`config.mk`:
```
export PLATFORM = sky130hd
export DESIGN_NAME = ramp_adc_sequencer
export DESIGN_NICKNAME = d
export VERILOG_FILES = /design/src/rtl/ramp_adc_sequencer.sv
export SDC_FILE = /design/constraint.sdc
export NUM_CORES = 1
export LEC_CHECK = 0
export ABC_CLOCK_PERIOD_IN_PS = 4100
export CAP_MARGIN = 20
export CORE_MARGIN = 2
export CORE_UTILIZATION = 25
export CTS_CLUSTER_SIZE = 24
export DETAILED_ROUTE_END_ITERATION = 8
export PLACE_DENSITY = 0.43
export SYNTH_ARGS = -nofsm -noshare
export SYNTH_HDL_FRONTEND = slang
export SYNTH_SLANG_ARGS = --single-unit
```
`constraint.sdc`:
```
create_clock -name clk -period 4.1 [get_ports clk]
set_input_delay 0.82 -clock clk [delete_from_list [all_inputs] [get_ports clk]]
set_output_delay 0.82 -clock clk [all_outputs]
set_load 0.005 [all_outputs]
```
`src/rtl/ramp_adc_sequencer.sv`:
```
// Single-slope ramp ADC sequencer: scans enabled channels, times the comparator
// edge against a local counter and hands back one tagged code per channel.
module ramp_adc_sequencer #(
  parameter int unsigned WIDTH  = 8,
  parameter int unsigned NCH    = 4,
  parameter int unsigned CH_W   = 2,
  parameter int unsigned SETTLE = 4
) (
  input  logic             clk,
  input  logic             rst,
  input  logic             start,
  input  logic [NCH-1:0]   chan_mask,
  input  logic             continuous,
  input  logic             comp_out,
  output logic             ramp_rst,
  output logic             ramp_en,
  output logic [CH_W-1:0]  ch_sel,
  output logic             busy,
  output logic             res_valid,
  input  logic             res_ready,
  output logic [WIDTH-1:0] res_data,
  output logic [CH_W-1:0]  res_ch,
  output logic             res_ovf
);

  localparam int unsigned SW = (SETTLE > 1) ? $clog2(SETTLE) : 1;
  localparam logic [WIDTH-1:0] FullScale = '1;
  localparam logic [SW-1:0] SettleLast = SW'(SETTLE - 1);

  typedef enum logic [2:0] {StIdle, StSelect, StRamp, StHold, StNext} state_e;

  state_e           state_q, state_d;
  logic [NCH-1:0]   mask_q, mask_d;
  logic [CH_W-1:0]  ch_q, ch_d;
  logic [SW-1:0]    settle_q, settle_d;
  logic [WIDTH-1:0] cnt_q, cnt_d;
  logic             comp_q, comp_d;
  logic [WIDTH-1:0] data_q, data_d;
  logic [CH_W-1:0]  rch_q, rch_d;
  logic             ovf_q, ovf_d;
  logic             ramp_rst_q, ramp_en_q, busy_q, valid_q;

  logic             low_found, nxt_found;
  logic [CH_W-1:0]  low_idx, nxt_idx;

  // Lowest set bit of the live mask, and next enabled channel above the current one.
  always_comb begin
    low_found = 1'b0;
    low_idx   = '0;
    nxt_found = 1'b0;
    nxt_idx   = '0;
    for (int i = 0; i < NCH; i++) begin
      if (!low_found && chan_mask[i]) begin
        low_found = 1'b1;
        low_idx   = CH_W'(i);
      end
      if (!nxt_found && mask_q[i] && (i > int'(ch_q))) begin
        nxt_found = 1'b1;
        nxt_idx   = CH_W'(i);
      end
    end
  end

  // Next-state logic for the scan FSM and its datapath.
  always_comb begin
    state_d  = state_q;
    mask_d   = mask_q;
    ch_d     = ch_q;
    settle_d = settle_q;
    cnt_d    = cnt_q;
    comp_d   = comp_q;
    data_d   = data_q;
    rch_d    = rch_q;
    ovf_d    = ovf_q;
    unique case (state_q)
      StIdle: begin
        if (start && low_found) begin
          mask_d   = chan_mask;
          ch_d     = low_idx;
          settle_d = '0;
          state_d  = StSelect;
        end
      end
      StSelect: begin
        cnt_d  = '0;
        comp_d = 1'b0;
        if (settle_q == SettleLast) begin
          state_d = StRamp;
        end else begin
          settle_d = settle_q + 1'b1;
        end
      end
      StRamp: begin
        comp_d = comp_out;
        if (comp_out && !comp_q) begin
          // An edge on the full-scale count still counts as a valid code.
          data_d  = cnt_q;
          ovf_d   = 1'b0;
          rch_d   = ch_q;
          state_d = StHold;
        end else if (cnt_q == FullScale) begin
          data_d  = FullScale;
          ovf_d   = 1'b1;
          rch_d   = ch_q;
          state_d = StHold;
        end else begin
          cnt_d = cnt_q + 1'b1;
        end
      end
      StHold: begin
        // res_valid is high for the whole of HOLD, so ready alone completes it.
        if (res_ready) begin
          state_d = StNext;
        end
      end
      StNext: begin
        if (nxt_found) begin
          ch_d     = nxt_idx;
          settle_d = '0;
          state_d  = StSelect;
        end else if (continuous && low_found) begin
          mask_d   = chan_mask;
          ch_d     = low_idx;
          settle_d = '0;
          state_d  = StSelect;
        end else begin
          state_d = StIdle;
        end
      end
      default: state_d = StIdle;
    endcase
  end

  // State and registered outputs, decoded from the next state.
  always_ff @(posedge clk) begin
    if (rst) begin
      state_q    <= StIdle;
      mask_q     <= '0;
      ch_q       <= '0;
      settle_q   <= '0;
      cnt_q      <= '0;
      comp_q     <= 1'b0;
      data_q     <= '0;
      rch_q      <= '0;
      ovf_q      <= 1'b0;
      ramp_rst_q <= 1'b1;
      ramp_en_q  <= 1'b0;
      busy_q     <= 1'b0;
      valid_q    <= 1'b0;
    end else begin
      state_q    <= state_d;
      mask_q     <= mask_d;
      ch_q       <= ch_d;
      settle_q   <= settle_d;
      cnt_q      <= cnt_d;
      comp_q     <= comp_d;
      data_q     <= data_d;
      rch_q      <= rch_d;
      ovf_q      <= ovf_d;
      ramp_rst_q <= (state_d != StRamp);
      ramp_en_q  <= (state_d == StRamp);
      busy_q     <= (state_d != StIdle);
      valid_q    <= (state_d == StHold);
    end
  end

  assign ramp_rst  = ramp_rst_q;
  assign ramp_en   = ramp_en_q;
  assign ch_sel    = ch_q;
  assign busy      = busy_q;
  assign res_valid = valid_q;
  assign res_data  = data_q;
  assign res_ch    = rch_q;
  assign res_ovf   = ovf_q;

endmodule

```
==> impl_metrics.toml <==
[detailed_routing]
vias_per_cell = 4.68
dr.pass1.iters = 4
drt_iter0_drc = 68
wl_per_cell_um = 12.6
drc_errors = 0
ant_nets = 0
vias = 1335
wirelength_um = 3590

[timing]
rsz0062_at_grt = "false"
fin_setup_tns_ns = 0
period_needed_ns = 2.53
finalHoldViolations = 0
slew_headroom = 0.586
worst_slew_pin_slew_ns = 0.620
hold_ws_ns = 0.461
min_period_over_period = 0.618
max_freq_mhz = 395
drv_slew = 0
fin_skew_ns = 0.00752
setup_viol = 0
worst_slack_ns = 1.57

[grt]
grt_pass1_wl_um = 6110
grt_overflow = 0
grt_usage = 0.120
antenna_found_initial = 0
grt_pass1_vias = 1237
grt_max_degree = 27

[finish]
fin_nets = 222
fillCellCount = 659
area_delta_synth_final_pct = 27.2
fin_area_um2 = 1970
diodes = 0
drive_above_1_share = 0.0810

[synthesis]
synth.area.top_cells = "dfxtp_1, nor2_1, nor3_1"
synth_fp_nets = 193
async_reset_ff_frac = 0
yosysUniqueCellTypes = 42
synth_enable_flop_cells = 0
ys_seq_area_frac = 0.439
netlist.area_leader.share = 0.439
synthCells = 181
netlist_top_cells_count = "nor2_1, dfxtp_1, nand2_1, nor3_1, a21oi_1"
synth-main-ff-cell = "dfxtp_1"
ys_ff_latch = 34
yosys.area.top_type = "dfxtp_1"
avgSynthCellArea_um2 = 8.57
ys.warnings.count = 0
synthesis.area_um2 = 1550
synth_most_common_cell = "nor2_1"

[worst_setup_path]
cp.arrival_ns = 2.70
cp-end-kind = "flip-flop"
critPathMaxStageDelay_ns = 0.55
start_kind = "input pin"
cp_top_family = "compound AO/OA/AOI/OAI gates"
path_cells = "clkdlybuf4s50_1, o41ai_1, a2bb2o_1, o21ai_0, mux2i_1, nor2_1"
crit_type = "in -> reg"
cp_data_required_time_ns = 4.27
crit_buf_inv = 1
slowest_stage = "o41ai_1"
path_max_fanout = 5
rrSetupSlack_ns = 1.98

[power]
leakage_nw = 0.726
total_power_mw = 0.648
ir_drop_v = 0.000165
power_density_nw_per_um2 = 328

[placement]
gp_congestion = 0.756
hpwl_um = 2470
placed_area_um2 = 1890
pre_cts_slack_ns = 1.26
io_buffers = 26

[floorplan]
dieArea_um2 = 6850
initial_core_util = 0.261
die_w_um = 82.8
pin_count = 27
core_um2 = 5960
fp-row-count = 28
die_h_um = 82.8

[clock_network]
clk_latency_ns = 0.28
clk_path_buf_depth = 2
tritoncts = "done"
clk_pin_slew_ns = 0.07
root_buffer = "clkbuf_8"
htree_levels = 2
postCtsHoldBufs = 0
cts.sinks = 34
post_cts_buffers = 0
cts_buffers = 5
post_cts_resized = 0

[hold_path]
holdCritPathClass = "reg -> reg"

[run]
cap_violations = 0

[run_status]
status = "finished, final reports clean"
cells by family (layout without fill, tap and decap cells):
kind of cell | count (synthesis) | count (layout) | share of synthesized area
compound gates | 36 | 36 | 0.174
xor+xnor | 6 | 6 | 0.0339
fa+ha+maj | 2 | 2 | 0.0161
buf+inv | 9 | 38 | 0.0242
flops | 34 | 34 | 0.439
mux | 5 | 5 | 0.0323
simple gates | 89 | 89 | 0.281
cell type report:
cell class | instances | area, um^2 | share of cell area
clock buffers | 5 | 68.8 | 0.0349
clock inverters | 2 | 10.0 | 0.00507
inverters | 3 | 11.3 | 0.00571
multi-input cells | 138 | 833 | 0.422
flip-flops and latches | 34 | 681 | 0.345
well taps | 75 | 93.8 | 0.0476
repair buffers | 28 | 275 | 0.140
per-stage QoR:
stage,cells,utilization
floorplan,181,-
global placement,278,0.318
detailed placement,278,0.318
CTS,285,0.331
global route,285,0.331
finish,285,0.331
worst paths after layout:
kind	from	cells past startpoint	to
max	chan_mask[3]	6	mask_q[3]$_SDFFE_PP0P_
min	settle_q[1]$_SDFFE_PP0P_	2	settle_q[1]$_SDFFE_PP0P_
max reg2reg	state_q[1]$_SDFF_PP0_	5	cnt_q[4]$_SDFFE_PP0P_
min reg2reg	settle_q[1]$_SDFFE_PP0P_	2	settle_q[1]$_SDFFE_PP0P_
worst reg2reg max path, delay by kind of cell (launching register included):
family / cells / cell delay, ns
XOR/XNOR: 1 / 0.16
AO/OA/AOI/OAI: 2 / 0.72
flip-flops: 1 / 0.53
AND/OR/NAND/NOR: 2 / 0.58
sequential cells by signal (all words and copies together) (netlist names):
name,cells
res_data,8
ramp_en,1
state_q,3
res_ch,2
ch_sel,2
comp_q,1
cnt_q,8
busy,1
res_ovf,1
ramp_rst,1
settle_q,2
mask_q,3
res_valid,1
routing by layer:
metal | global-route usage | vias to the layer above | part of all wire
met5 | 0 | - | 0
met4 | 0.0492 | 0 | 0.014
met3 | 0.0368 | 5 | 0.035
met2 | 0.173 | 23 | 0.42
met1 | 0.164 | 606 | 0.53
li1 | - | 701 | -
power by group:
part | internal [mW] | switching (mW) | total [mW]
clock network | 0.114 | 0.123 | 0.237
registers | 0.336 | 0.00830 | 0.345
logic | 0.0309 | 0.0347 | 0.0657
total | 0.481 | 0.166 | 0.648
cells in the final DEF (no fill, tap or decap), types with 2 or more instances in the layout:
master and n:
nor2_1 39, dfxtp_1 34, clkdlybuf4s50_1 26, nand2_1 11, nor3_1 11, a21oi_1 9, xor2_1 6, nand2b_1 5
mux2i_1 5, a211oi_1 5, clkbuf_8 5, nand3_1 4, and3_1 4, o21ai_0 4, nor2b_1 3, inv_1 3
o2111ai_1 3, or3b_2 2, or3_1 2, a211oi_2 2, or2_2 2, ha_1 2, clkinv_2 2, buf_4 2
No activity file was read; power rests on OpenSTA's default activity.
